## config.mk

```make
export PLATFORM = sky130hd
export DESIGN_NAME = id_ex_stage_reg
export DESIGN_NICKNAME = d
export VERILOG_FILES = /design/src/rtl/id_ex_stage_reg.sv
export SDC_FILE = /design/constraint.sdc
export NUM_CORES = 1
export LEC_CHECK = 0
export BUFFER_PORTS_ARGS = -buffer_cell sky130_fd_sc_hd__buf_2
export CORE_MARGIN = 2
export CORE_UTILIZATION = 31
export DETAILED_ROUTE_END_ITERATION = 8
export GPL_ROUTABILITY_DRIVEN = 0
export SLEW_MARGIN = 20
export SYNTH_ARGS = -nofsm -noshare
export SYNTH_HDL_FRONTEND = slang
export SYNTH_SLANG_ARGS = --single-unit
```

## constraint.sdc

```tcl
create_clock -name Clk -period 10.2 [get_ports Clk]
set_clock_uncertainty 0.2 [all_clocks]
set_input_delay 1.02 -clock Clk [delete_from_list [all_inputs] [get_ports Clk]]
set_output_delay 1.02 -clock Clk [all_outputs]
set_load 0.005 [all_outputs]
```

## src/rtl/id_ex_stage_reg.sv

```systemverilog
// ---------------------------------------------------------------------------
// id_ex_stage_reg
//
// ID/EX pipeline register of the 5-stage MIPS datapath. It captures the
// decode-stage outputs on every rising edge of Clk and presents them to the
// EX stage one cycle later. The hazard unit can hold the stage (Stall) or
// replace its contents with a bubble (Flush). A saturating counter records
// how many cycles were lost to hazards, for performance debug.
//
// Per-edge priority: Reset > Flush > Stall > Load.
//
// Optional feature (compile-time macro ID_EX_BRANCH_TARGET_EN):
//   defined   : BranchTarget_out = PCPlus4 + (ImmSExt << 2), registered
//               alongside the other fields.
//   undefined : BranchTarget_out is tied to zero and no adder exists.
//
// Parameters
//   DATA_W      datapath word width (PC+4, read data, immediates)
//   REG_ADDR_W  register specifier / shamt width
//   ALUOP_W     ALU operation code width
//   CNT_W       hazard-cycle counter width
//
// Ports
//   Clk               in   pipeline clock, rising edge
//   Reset             in   asynchronous, active-high reset
//   Stall             in   hold all stage contents this cycle
//   Flush             in   load a bubble this cycle
//   Valid_in          in   decode stage holds a real instruction
//   PCPlus4_in        in   PC+4 of the decoded instruction
//   ReadData1/2_in    in   register-file read data
//   ImmSExt_in        in   sign-extended immediate
//   ImmZExt_in        in   zero-extended immediate
//   Rs/Rt/Rd/Shamt_in in   instruction fields
//   RegWrite_in, MemRead_in, MemWrite_in, MemToReg_in, ALUSrc_in,
//   Branch_in, ImmZSel_in in single-bit decoded controls
//   RegDst_in         in   destination select (0=Rt, 1=Rd, 2=$ra)
//   ALUOp_in          in   ALU operation
//   *_out             out  registered copies of the matching *_in
//   Imm_out           out  registered immediate, ZExt when ImmZSel else SExt
//   Valid_out         out  EX stage holds a real instruction
//   BranchTarget_out  out  registered branch target (optional feature)
//   HazardCount       out  saturating count of stall/flush cycles
// ---------------------------------------------------------------------------
module id_ex_stage_reg #(
  parameter int DATA_W     = 32,
  parameter int REG_ADDR_W = 5,
  parameter int ALUOP_W    = 4,
  parameter int CNT_W      = 16
) (
  input  logic                  Clk,
  input  logic                  Reset,
  input  logic                  Stall,
  input  logic                  Flush,
  input  logic                  Valid_in,
  input  logic [DATA_W-1:0]     PCPlus4_in,
  input  logic [DATA_W-1:0]     ReadData1_in,
  input  logic [DATA_W-1:0]     ReadData2_in,
  input  logic [DATA_W-1:0]     ImmSExt_in,
  input  logic [DATA_W-1:0]     ImmZExt_in,
  input  logic [REG_ADDR_W-1:0] Rs_in,
  input  logic [REG_ADDR_W-1:0] Rt_in,
  input  logic [REG_ADDR_W-1:0] Rd_in,
  input  logic [REG_ADDR_W-1:0] Shamt_in,
  input  logic                  RegWrite_in,
  input  logic                  MemRead_in,
  input  logic                  MemWrite_in,
  input  logic                  MemToReg_in,
  input  logic                  ALUSrc_in,
  input  logic                  Branch_in,
  input  logic                  ImmZSel_in,
  input  logic [1:0]            RegDst_in,
  input  logic [ALUOP_W-1:0]    ALUOp_in,
  output logic                  Valid_out,
  output logic [DATA_W-1:0]     PCPlus4_out,
  output logic [DATA_W-1:0]     ReadData1_out,
  output logic [DATA_W-1:0]     ReadData2_out,
  output logic [DATA_W-1:0]     ImmSExt_out,
  output logic [DATA_W-1:0]     ImmZExt_out,
  output logic [REG_ADDR_W-1:0] Rs_out,
  output logic [REG_ADDR_W-1:0] Rt_out,
  output logic [REG_ADDR_W-1:0] Rd_out,
  output logic [REG_ADDR_W-1:0] Shamt_out,
  output logic                  RegWrite_out,
  output logic                  MemRead_out,
  output logic                  MemWrite_out,
  output logic                  MemToReg_out,
  output logic                  ALUSrc_out,
  output logic                  Branch_out,
  output logic                  ImmZSel_out,
  output logic [1:0]            RegDst_out,
  output logic [ALUOP_W-1:0]    ALUOp_out,
  output logic [DATA_W-1:0]     Imm_out,
  output logic [DATA_W-1:0]     BranchTarget_out,
  output logic [CNT_W-1:0]      HazardCount
);

  // Immediate select happens ahead of the register so Imm_out is a pure
  // flop output and EX sees no mux delay.
  logic [DATA_W-1:0] imm_sel;
  assign imm_sel = ImmZSel_in ? ImmZExt_in : ImmSExt_in;

  logic load_en;
  assign load_en = !Flush && !Stall;

  // Data fields: flushed to zero as well so pipeline traces stay clean.
  always_ff @(posedge Clk or posedge Reset) begin
    if (Reset) begin
      PCPlus4_out   <= '0;
      ReadData1_out <= '0;
      ReadData2_out <= '0;
      ImmSExt_out   <= '0;
      ImmZExt_out   <= '0;
      Imm_out       <= '0;
      Rs_out        <= '0;
      Rt_out        <= '0;
      Rd_out        <= '0;
      Shamt_out     <= '0;
    end else if (Flush) begin
      PCPlus4_out   <= '0;
      ReadData1_out <= '0;
      ReadData2_out <= '0;
      ImmSExt_out   <= '0;
      ImmZExt_out   <= '0;
      Imm_out       <= '0;
      Rs_out        <= '0;
      Rt_out        <= '0;
      Rd_out        <= '0;
      Shamt_out     <= '0;
    end else if (load_en) begin
      PCPlus4_out   <= PCPlus4_in;
      ReadData1_out <= ReadData1_in;
      ReadData2_out <= ReadData2_in;
      ImmSExt_out   <= ImmSExt_in;
      ImmZExt_out   <= ImmZExt_in;
      Imm_out       <= imm_sel;
      Rs_out        <= Rs_in;
      Rt_out        <= Rt_in;
      Rd_out        <= Rd_in;
      Shamt_out     <= Shamt_in;
    end
  end

  // Control fields. A normally loaded bubble (Valid_in=0) keeps whatever
  // control bits decode produced; only Flush forces them to zero. EX and
  // later stages qualify on Valid_out.
  always_ff @(posedge Clk or posedge Reset) begin
    if (Reset) begin
      Valid_out    <= 1'b0;
      RegWrite_out <= 1'b0;
      MemRead_out  <= 1'b0;
      MemWrite_out <= 1'b0;
      MemToReg_out <= 1'b0;
      ALUSrc_out   <= 1'b0;
      Branch_out   <= 1'b0;
      ImmZSel_out  <= 1'b0;
      RegDst_out   <= '0;
      ALUOp_out    <= '0;
    end else if (Flush) begin
      Valid_out    <= 1'b0;
      RegWrite_out <= 1'b0;
      MemRead_out  <= 1'b0;
      MemWrite_out <= 1'b0;
      MemToReg_out <= 1'b0;
      ALUSrc_out   <= 1'b0;
      Branch_out   <= 1'b0;
      ImmZSel_out  <= 1'b0;
      RegDst_out   <= '0;
      ALUOp_out    <= '0;
    end else if (load_en) begin
      Valid_out    <= Valid_in;
      RegWrite_out <= RegWrite_in;
      MemRead_out  <= MemRead_in;
      MemWrite_out <= MemWrite_in;
      MemToReg_out <= MemToReg_in;
      ALUSrc_out   <= ALUSrc_in;
      Branch_out   <= Branch_in;
      ImmZSel_out  <= ImmZSel_in;
      RegDst_out   <= RegDst_in;
      ALUOp_out    <= ALUOp_in;
    end
  end

  // Hazard-cycle counter: one count per edge with Stall or Flush (a
  // simultaneous Stall+Flush is still one lost cycle). Sticks at all-ones.
  logic hazard_cycle;
  logic cnt_at_max;
  assign hazard_cycle = Stall || Flush;
  assign cnt_at_max   = (HazardCount == {CNT_W{1'b1}});

  always_ff @(posedge Clk or posedge Reset) begin
    if (Reset) begin
      HazardCount <= '0;
    end else if (hazard_cycle && !cnt_at_max) begin
      HazardCount <= HazardCount + CNT_W'(1);
    end
  end

`ifdef ID_EX_BRANCH_TARGET_EN
  // Word offset shifted left by two, added to PC+4; overflow wraps.
  logic [DATA_W-1:0] branch_target;
  assign branch_target = PCPlus4_in + (ImmSExt_in << 2);

  always_ff @(posedge Clk or posedge Reset) begin
    if (Reset) begin
      BranchTarget_out <= '0;
    end else if (Flush) begin
      BranchTarget_out <= '0;
    end else if (load_en) begin
      BranchTarget_out <= branch_target;
    end
  end
`else
  assign BranchTarget_out = '0;
`endif

endmodule

```

==> run_results.csv, run 1 <==
group,metric,value,unit
status,status,"finished, final reports clean",
clocking,cts_sinks,242,
logic_synthesis,synthCells,908,
logic_synthesis,syn_area_per_cell,11.41,sq um
grt,antenna_found_initial,1,
power_and_ir_drop,p_leak,7.842,nW
logic_synthesis,synth_cell_types,34,
logic_synthesis,synth_edf_count,0,
grt,grt_pass1_vias,8233,
route,dr.pass1.iters,4,
route,vias,8069,
logic_synthesis,netlist.area_leader.share,0.5843,
clocking,h-tree-depth,1,
power_and_ir_drop,p_sw_frac,0.2612,
timing,rsz0062_at_grt,"false",
placement,dp_cells,1738,
placement,dp_hpwl,20.17,mm
clocking,post_cts_buffers,0,
min_path,hp-class,"flop to flop",
layout,diodes,0,
route,wl_met2,14.19,mm
route,maxUsedRoutingLayer,"met5",
setup_path,path_buf_inv,3,
grt,grt_overflow_total,0,
clocking,cts_resized,0,
clocking,root_buffer,"clkbuf_16",
route,wl_met1,11.37,mm
clocking,clockBufferDepth,3,
timing,hold_viol,0,
clocking,postCtsHoldBufs,0,
clocking,tritoncts,"yes",
floorplanning,row_count,66,
logic_synthesis,synthTopCellsByArea,"dfrtp_1, mux2i_1, nor2_1, buf_4, a21oi_1",
timing,max_freq,294.8,MHz
layout,nFillCells,3225,
setup_path,crit_path_end_kind,"flop",
power_and_ir_drop,power_density,174.3,nW/um^2
layout,finalInstanceArea,13770,sq um
clocking,clk_latency,520,ps
floorplanning,ioPinCount,472,
logic_synthesis,ys_ff_latch,242,
timing,setup_viol,0,
grt,grt_max_degree,101,
route,drt_wl_total,28.71,mm
route,drc,0,
logic_synthesis,yosysSeqAreaShare,0.5843,
power_and_ir_drop,peakVddDrop,0.1147,mV
setup_path,cp_common_cell,"buf_4",
route,drt_iter0_drc,321,
logic_synthesis,synth-main-ff-cell,"dfrtp_1",
grt,grtUsageTotal,0.1603,
floorplanning,die_height,186.8,um
grt,grt_first_pass_wirelength,45.81,mm
layout,fin_util,0.4212,
power_and_ir_drop,seq_power_share,0.449,
clocking,cts_buffers,27,
power_and_ir_drop,combPwrFrac,0.138,
timing,relSlewSlack,0.3536,
setup_path,cpMaxStageDelayCell,"buf_4",
clocking,clkSlewWorstSetupHoldPaths,60,ps
power_and_ir_drop,clkPwrFrac,0.413,
floorplanning,die_w,186.8,um
setup_path,crit_path_max_fanout,72,
layout,syn_to_final_growth,32.91,%
floorplanning,coreArea,32700,sq um
power_and_ir_drop,fin_total_pwr,2.401,mW
logic_synthesis,ys_warn_count,0,
setup_path,crit_chain,"buf_8 > buf_4 > buf_4 > mux2i_1 > nor2_1",
route,wire_per_inst,16.05,um
timing,worst_pin_slew,969.6,ps
setup_path,crit_family,"buffers and inverters",
logic_synthesis,synth_top_area_cell,"dfrtp_1",
floorplanning,start_util,0.3169,
power_and_ir_drop,power_switching,0.6271,mW
route,wl_met3,2.283,mm
power_and_ir_drop,p_int,1.773,mW
layout,fin_cells,1789,
run,maxCapViolations,0,
floorplanning,die_area,34910,sq um
setup_path,cpPeakStageDelay,860,ps
timing,slew_violations,0,
route,ant_nets,0,
timing,finalCritPeriodShare,0.3326,
layout,drive_gt1_frac,0.3727,
route,viasPerCell,4.510,
layout,nets,1525,
placement,portBuffers,439,
setup_path,start_kind,"input port",
timing,tns,0,ps
setup_path,critPathKind,"input port to flop",
logic_synthesis,synth-async-reset-ratio,1.000,
placement,place_area,12830,sq um
setup_path,cp.arrival,3610,ps
timing,fin_crit,3392,ps
logic_synthesis,netlist_area,10360,sq um
setup_path,required,10410,ps
[layout by cell type, fill, tap and decap left out, drive strengths merged]
master  Yosys  layout
buf        65     448
nor2      263     263
dfrtp     242     242
mux2i     226     226
clkbuf     25      39
a21oi      33      33
conb        1      32
xor2        9       9
clkinv      0       7
nand2       6       6
nand3       6       6
nor4        6       6
nand4       5       5
nor3        4       4
xnor2       3       3
inv         1       3
o21a        2       2
bufinv      0       2
mux2        2       2
nand2b      1       1
and3        1       1
and4        1       1
o21ai       1       1
o211ai      1       1
nor3b       1       1
a211oi      1       1
a31oi       1       1
ha          1       1
[per-layer routing]
| layer | track usage | up-vias |
|---|---|---|
| met3 | 0.04634 | 52 |
| met2 | 0.2784 | 341 |
| met4 | 0.04548 | 2 |
| met5 | 0 | - |
| li1 | - | 3807 |
| met1 | 0.1934 | 3867 |
[worst reg2reg max path: stages (launching register included)]
cell,delay [ps]
dfrtp_1,440
ha_1,290
nand4_1,170
nor4_4,300
nor2_2,100
mux2_4,310
[stage by stage]
step	hold slack [ps]	worst slack, ps
final	306.2	6808
after global routing	321.8	6627
after CTS	315.6	6817
after detailed placement	300.4	6217
after global placement	294.1	6260
after floorplan	299.7	2335
[flip-flops by register name (all words and copies together) (netlist names)]
name,count
ImmSExt_out,32
ImmZSel_out,1
ALUOp_out,4
MemWrite_out,1
Valid_out,1
RegWrite_out,1
ReadData1_out,32
MemRead_out,1
Branch_out,1
ALUSrc_out,1
Rt_out,5
Shamt_out,5
RegDst_out,2
Imm_out,32
Rd_out,5
ReadData2_out,32
ImmZExt_out,32
Rs_out,5
MemToReg_out,1
HazardCount,16
PCPlus4_out,32
[cell type report]
cell class | instances | area [sq um] | area share
timing repair buffer | 448 | 2305 | 0.1673
sequential | 242 | 6056 | 0.4396
multi-input combinational | 606 | 3933 | 0.2855
clock buffer | 39 | 800.8 | 0.05813
tap | 442 | 553.0 | 0.04015
clock inverter | 11 | 116.4 | 0.008448
inverter | 1 | 11.26 | 0.0008175
[cell usage after synthesis (all sizes together), types with 2 or more instances]
cell	n
nor2	263
dfrtp	242
mux2i	226
buf	65
a21oi	33
clkbuf	25
xor2	9
nand2	6
nand3	6
nor4	6
nand4	5
nor3	4
xnor2	3
mux2	2
o21a	2
[final timing paths]
path / startpoint / end / slack [ps] / depth (start not counted)
setup / recovery: Stall / ReadData2_out[13] / 6810 / 5
hold reg to reg: Imm_out[2] / Imm_out[2] / 310 / 2
setup reg to reg: HazardCount[0] / HazardCount[1] / 8280 / 5
hold / removal: Imm_out[2] / Imm_out[2] / 310 / 2
max in group asynchronous: Reset / Imm_out[29] / 7940 / 3
min in group asynchronous: Reset / ReadData1_out[13] / 410 / 2
[power by group through the flow]
stage	clock (mW)	combinational [mW]	sequential (mW)
global placement	0	0.333	1.09
finish	0.991	0.331	1.08
floorplan	0	0.181	1.10
CTS	1.02	0.337	1.08
detailed placement	0	0.337	1.10
global route	1.06	0.370	1.09
[logic make-up (layout without fill, tap and decap cells)]
kind of cell | count (synthesis) | count (layout) | synth area share
XOR/XNOR | 12 | 12 | 0.01014
AND/OR/NAND/NOR | 294 | 294 | 0.1158
multiplexers | 228 | 228 | 0.2208
flip-flops | 242 | 242 | 0.5843
other | 1 | 32 | 0.0003618
adder cells (fa/ha/maj) | 1 | 1 | 0.001207
buffers and inverters | 91 | 499 | 0.04745
AO/OA/AOI/OAI | 39 | 39 | 0.01992
Note: power is estimated with default switching activity, not from simulation.
==> run 2, diff against run 1 <==
==> constraint.sdc (replaced) <==
create_clock -name Clk -period 3.35 [get_ports Clk]
set_clock_uncertainty 0.2 [all_clocks]
set_input_delay 0.335 -clock Clk [delete_from_list [all_inputs] [get_ports Clk]]
set_output_delay 0.335 -clock Clk [all_outputs]
set_load 0.005 [all_outputs]
==> run_results.csv, run 2 (synthesis results as in run 1) <==
group,metric,value,unit
placement,post-place-ws,1336,ps
min_path,hp-class,"input port to flop",
status,status,"finished, final reports clean",
timing,relSlewSlack,0.5510,
grt,grt_first_pass_wirelength,51.19,mm
min_path,min_to,"Imm_out[30]",
setup_path,crit_path_end_kind,"flop",
timing,hold_viol,0,
placement,dp_hpwl,20.85,mm
layout,mostFrequentLayoutCells,"buf_2, nor2_1, dfrtp_1",
clocking,clkSlewWorstSetupHoldPaths,60,ps
floorplanning,die_height,186.8,um
layout,nFillCells,2963,
grt,antenna_found_initial,0,
timing,setup_viol,0,
timing,rsz0062_at_grt,"false",
min_path,hold_start,"Stall",
layout,final_common_cell,"buf_2",
clocking,clk_latency,530,ps
placement,portBuffers,439,
grt,grt_max_degree,117,
floorplanning,ioPinCount,472,
route,dr.pass1.iters,4,
layout,finalInstanceArea,15790,sq um
route,viasPerCell,4.514,
floorplanning,die_w,186.8,um
placement,place_area,12950,sq um
setup_path,start_kind,"flop",
layout,area.sequential,6056,sq um
timing,slew_violations,0,
route,wire_per_inst,16.25,um
setup_path,cpPeakStageDelay,460,ps
route,drt_wl_total,32.26,mm
route,ant_nets,0,
route,drc,0,
layout,nets,1723,
power_and_ir_drop,p_leak,8.670,nW
setup_path,cp.arrival,2110,ps
layout,fin_cells,1985,
layout,syn_to_final_growth,52.36,%
clocking,cts_sinks,242,
power_and_ir_drop,peakVddDrop,0.3206,mV
layout,multi_input_area,3933,sq um
setup_path,crit_chain,"ha_1 > nand4_1 > nor4_4 > nor2_2 > mux2_4",
placement,dp_cells,1743,
layout,drive_gt1_frac,0.3253,
min_path,holdPathStages,3,
floorplanning,coreArea,32700,sq um
power_and_ir_drop,fin_total_pwr,7.474,mW
timing,worst_pin_slew,672.0,ps
clocking,tritoncts,"yes",
route,vias,8960,
floorplanning,start_util,0.3169,
floorplanning,row_count,66,
grt,grt_overflow_total,0,
grt,grtUsageTotal,0.1796,
clocking,h-tree-depth,1,
route,drt_iter0_drc,313,
floorplanning,die_area,34910,sq um
setup_path,required,3570,ps
timing,fin_crit,1895,ps
timing,max_freq,527.7,MHz
timing,tns,0,ps
setup_path,ff2ff_setup_slack,1450,ps
timing,setup_ws,1455,ps
clocking,clockBufferDepth,3,
setup_path,crit_path_max_fanout,6,
setup_path,reg2reg_from,"HazardCount[0]",
setup_path,cpMaxStageDelayCell,"dfrtp_1",
run,maxCapViolations,0,
setup_path,ff2ff_path_depth,5,
power_and_ir_drop,power_density,473.3,nW/um^2
setup_path,reg2reg_to,"HazardCount[1]",
clocking,cts_resized,0,
layout,fin_util,0.4829,
grt,grt_pass1_vias,9353,
setup_path,setup.worst_path.start,"HazardCount[0]",
clocking,root_buffer,"clkbuf_16",
clocking,cts_buffers,27,
layout,diodes,0,
timing,finalCritPeriodShare,0.5657,
timing,hold_slack,53.71,ps
setup_path,critPathKind,"flop to flop",
[run 2: changes by cell type in the layout (fill, tap and decap cells not counted), sizes merged]
cell,before,now
clkinvlp,0,2
inv,3,0
bufinv,2,1
clkinv,7,2
dlygate4sd3,0,194
clkbuf,39,44
buf,448,452
[run 2: how the worst max path moves through the flow]
stage / slack [ps] / cells past startpoint / endpoint
after CTS: 1440 / 5 / HazardCount[1]
after global placement: 1310 / 5 / HazardCount[14]
after global routing: 1330 / 5 / HazardCount[1]
after detailed placement: 1340 / 4 / HazardCount[8]
after floorplan: -360 / 1 / ALUOp_out[0]
final: 1450 / 5 / HazardCount[1]
[run 2: layout make-up]
class	instances	share of cell area
sequential	242	0.3835
tap	442	0.03502
inverter	1	0.0004754
clock buffer	44	0.05380
multi-input combinational	606	0.2490
clock inverter	4	0.003249
timing repair buffer	646	0.2749
[run 2: critical path, delay by kind of cell (launching register included)]
kind                     cells  cell delay (ps)
AND/OR/NAND/NOR              3              560
flip-flops                   1              460
multiplexers                 1              300
adder cells (fa/ha/maj)      1              270
[run 2: per-layer routing]
metal / vias up / global-route usage / part of all wire
met4: 0 / 0.05800 / 0.029
li1: 4193 / - / -
met5: - / 0 / 0
met2: 357 / 0.3266 / 0.51
met3: 67 / 0.04221 / 0.069
met1: 4343 / 0.2078 / 0.39
[run 2: power by group]
part	switching, mW	total, mW	internal, mW
combinational	0.598	1.22	0.620
sequential	0.167	3.29	3.12
clock	1.17	2.96	1.79
total	1.94	7.47	5.54
[run 2: what timing repair did]
| item | 4_1_cts | 5_1_grt |
|---|---|---|
| buffers inserted | 0 | 0 |
| hold endpoints to repair | 240 | 0 |
| hold buffers | 194 | 0 |
==> run 3, diff against run 2 <==
--- a/config.mk
+++ b/config.mk
@@ -5,6 +5,7 @@
 export SDC_FILE = /design/constraint.sdc
 export NUM_CORES = 1
 export LEC_CHECK = 0
+export ABC_AREA = 1
 export BUFFER_PORTS_ARGS = -buffer_cell sky130_fd_sc_hd__buf_2
 export CORE_MARGIN = 2
 export CORE_UTILIZATION = 31
==> constraint.sdc (replaced) <==
create_clock -name Clk -period 1.5 [get_ports Clk]
set_clock_uncertainty 0.2 [all_clocks]
set_input_delay 0.15 -clock Clk [delete_from_list [all_inputs] [get_ports Clk]]
set_output_delay 0.15 -clock Clk [all_outputs]
set_load 0.005 [all_outputs]
==> run_results.csv, run 3 <==
group,metric,value,unit
status,status,"finished, violations left",
status,violations,"hold timing, setup timing",
logic_synthesis,synth_edf_count,0,
route,dr.pass1.iters,5,
logic_synthesis,synth_xor_area_frac,0.005061,
timing,max_freq,636.5,MHz
setup_path,required,1730,ps
setup_path,start_kind,"flop",
layout,drive_gt1_frac,0.3117,
timing,setup_ws,-71.21,ps
setup_path,crit_chain,"buf_6 > nand2_4 > nor2_4 > nand3_2 > nor2_4 > nor2_4 > buf_12 > nand2_1 > nand2_1",
timing,worst_pin_slew,728.7,ps
setup_path,ff2ff_path_depth,9,
power_and_ir_drop,power_density,931.3,nW/um^2
timing,relSlewSlack,0.5142,
clocking,root_buffer,"clkbuf_16",
floorplanning,die_w,187.0,um
timing,finalCritPeriodShare,1.047,
timing,setup_viol,27,
logic_synthesis,synth_cell_types,25,
grt,grt_overflow_total,0,
grt,grt_max_degree,83,
timing,rsz0062_at_grt,"true",
timing,hold_viol,1,
logic_synthesis,syn_area_per_cell,8.830,sq um
setup_path,setup.worst_path.start,"HazardCount[3]",
logic_synthesis,synthTopCellsByArea,"dfrtp_1, nand2_1, nand3_1, buf_4, a31o_2",
floorplanning,row_count,67,
placement,dp_cells,2058,
grt,grt_pass1_vias,12869,
power_and_ir_drop,p_leak,10.29,nW
clocking,cts_buffers,27,
setup_path,reg2reg_to,"HazardCount[9]",
clocking,cts_sinks,242,
route,drt_wl_total,42.64,mm
logic_synthesis,synthCells,1176,
setup_path,cp_common_cell,"nor2_4",
min_path,hp-class,"input port to flop",
clocking,clk_latency,540,ps
logic_synthesis,synth_top_family_by_area,"simple AND/OR/NAND/NOR gates",
setup_path,crit_path_max_fanout,13,
logic_synthesis,netlist.area_leader.share,0.5832,
timing,hold_slack,-26.47,ps
route,ant_nets,0,
setup_path,critPathKind,"flop to flop",
run,maxCapViolations,0,
layout,fin_util,0.5636,
placement,dp_hpwl,23.60,mm
route,drc,0,
setup_path,cpMaxStageDelayCell,"dfrtp_1",
logic_synthesis,synth-main-ff-cell,"dfrtp_1",
logic_synthesis,synth.area.mux_share,0,
clocking,h-tree-depth,1,
floorplanning,ioPinCount,472,
route,vias,12163,
logic_synthesis,synthAdderAreaFrac,0.001205,
setup_path,ff2ff_setup_slack,-70,ps
placement,place_area,13420,sq um
grt,antenna_found_initial,1,
route,drt_iter0_drc,663,
setup_path,endpoint,"HazardCount[9]",
grt,grt_first_pass_wirelength,67.17,mm
logic_synthesis,yosys-top-cells-count,"nand2_1, dfrtp_1, nand3_1, inv_1, nor2_1",
setup_path,cp.arrival,1810,ps
logic_synthesis,ys_warn_count,0,
setup_path,crit_path_end_kind,"flop",
floorplanning,start_util,0.3120,
layout,nets,2260,
placement,portBuffers,439,
floorplanning,coreArea,33280,sq um
logic_synthesis,yosys.cell_count.top_type,"nand2_1",
clocking,clockBufferDepth,3,
timing,fin_crit,1571,ps
logic_synthesis,netlist_area,10380,sq um
logic_synthesis,synth-async-reset-ratio,1.000,
floorplanning,die_area,34980,sq um
route,viasPerCell,4.811,
layout,fin_cells,2528,
logic_synthesis,ys_ff_latch,242,
logic_synthesis,synth_top_area_cell,"dfrtp_1",
setup_path,reg2reg_from,"HazardCount[3]",
layout,syn_to_final_growth,80.64,%
logic_synthesis,yosysSeqAreaShare,0.5832,
floorplanning,die_height,187.0,um
setup_path,cpPeakStageDelay,390,ps
layout,finalInstanceArea,18760,sq um
layout,final_common_cell,"nand2_1",
layout,mostFrequentLayoutCells,"nand2_1, buf_2, dlygate4sd3_1",
logic_synthesis,synth_simple_gate_area_frac,0.2836,
power_and_ir_drop,peakVddDrop,0.7166,mV
clocking,tritoncts,"yes",
logic_synthesis,synth-compound-area-share,0.04808,
timing,slew_violations,0,
clocking,clkSlewWorstSetupHoldPaths,60,ps
grt,grtUsageTotal,0.2360,
route,wire_per_inst,16.87,um
run 3: cell types whose count changed after synthesis, sizes merged, moves of 33 or more:
cell,delta
inv,+49
nand3,+195
a21oi,-33
nand2,+430
mux2i,-226
nor2,-209
run 3: through the flow:
step	worst slack (ps)	setup TNS [ps]	total power, mW
floorplan	-2026	-492230	8.404
global placement	-124.3	-1543	9.653
detailed placement	-133.4	-1771	9.679
CTS	-89.61	-2742	17.44
global route	-174.3	-3399	18.19
finish	-71.21	-1211	17.47
run 3: report_power, final:
group	switching (mW)	total [mW]	internal [mW]	leakage, nW
sequential	0.288	7.26	6.97	3.20
combinational	1.63	3.58	1.95	6.65
clock	2.70	6.63	3.94	0.436
run 3: cells by family after synthesis:
| group | count (synthesis) |
|---|---|
| AOI/OAI and AO/OA | 68 |
| xor gates and xnor gates | 6 |
| adders and majority gates | 1 |
| buffers and inverters | 161 |
| DFF | 242 |
| other | 1 |
| and+or+nand+nor | 697 |
run 3: cell type report:
type,count,area (sq um)
multi-input cells,805,3707
inverters,50,198.9
clock buffers,39,780.7
repair buffers,935,7351
clock inverters,8,97.59
diodes,1,2.502
well taps,448,560.5
fillers,2704,14520
flip-flops and latches,242,6058
run 3: per-layer routing:
| layer | share of wire | GRT usage | vias up |
|---|---|---|---|
| met5 | 0 | 0 | - |
| met4 | 0.055 | 0.1261 | 0 |
| met3 | 0.071 | 0.04259 | 161 |
| met2 | 0.50 | 0.4159 | 644 |
| met1 | 0.38 | 0.2728 | 5850 |
| li1 | - | - | 5508 |
run 3: worst max-delay path, delay by kind of cell (launching register included):
| kind | cells | cell delay [ps] |
|---|---|---|
| buffers and inverters | 2 | 260 |
| flip-flops | 1 | 390 |
| AND/OR/NAND/NOR | 7 | 600 |
run 3: what timing repair did:
action                                  CTS  global route
buffers inserted                         25             4
cloned                                    1             1
pin swaps                                12             7
hold endpoints to repair                467             0
endpoints found under the setup margin   32           108
hold buffers                            393             0
resized for setup                        40            27
run 3: worst min path at each step:
stage               slack (ps)        start                to  cells after the start
floorplan                   60  ALUOp_in[0]      ALUOp_out[0]                      2
global placement            30        Reset         Rd_out[2]                      3
detailed placement          30        Reset         Rd_out[1]                      3
CTS                          7        Stall  ReadData2_out[2]                      5
global route                10        Stall       Imm_out[16]                      4
finish                     -30        Stall       Imm_out[16]                      4
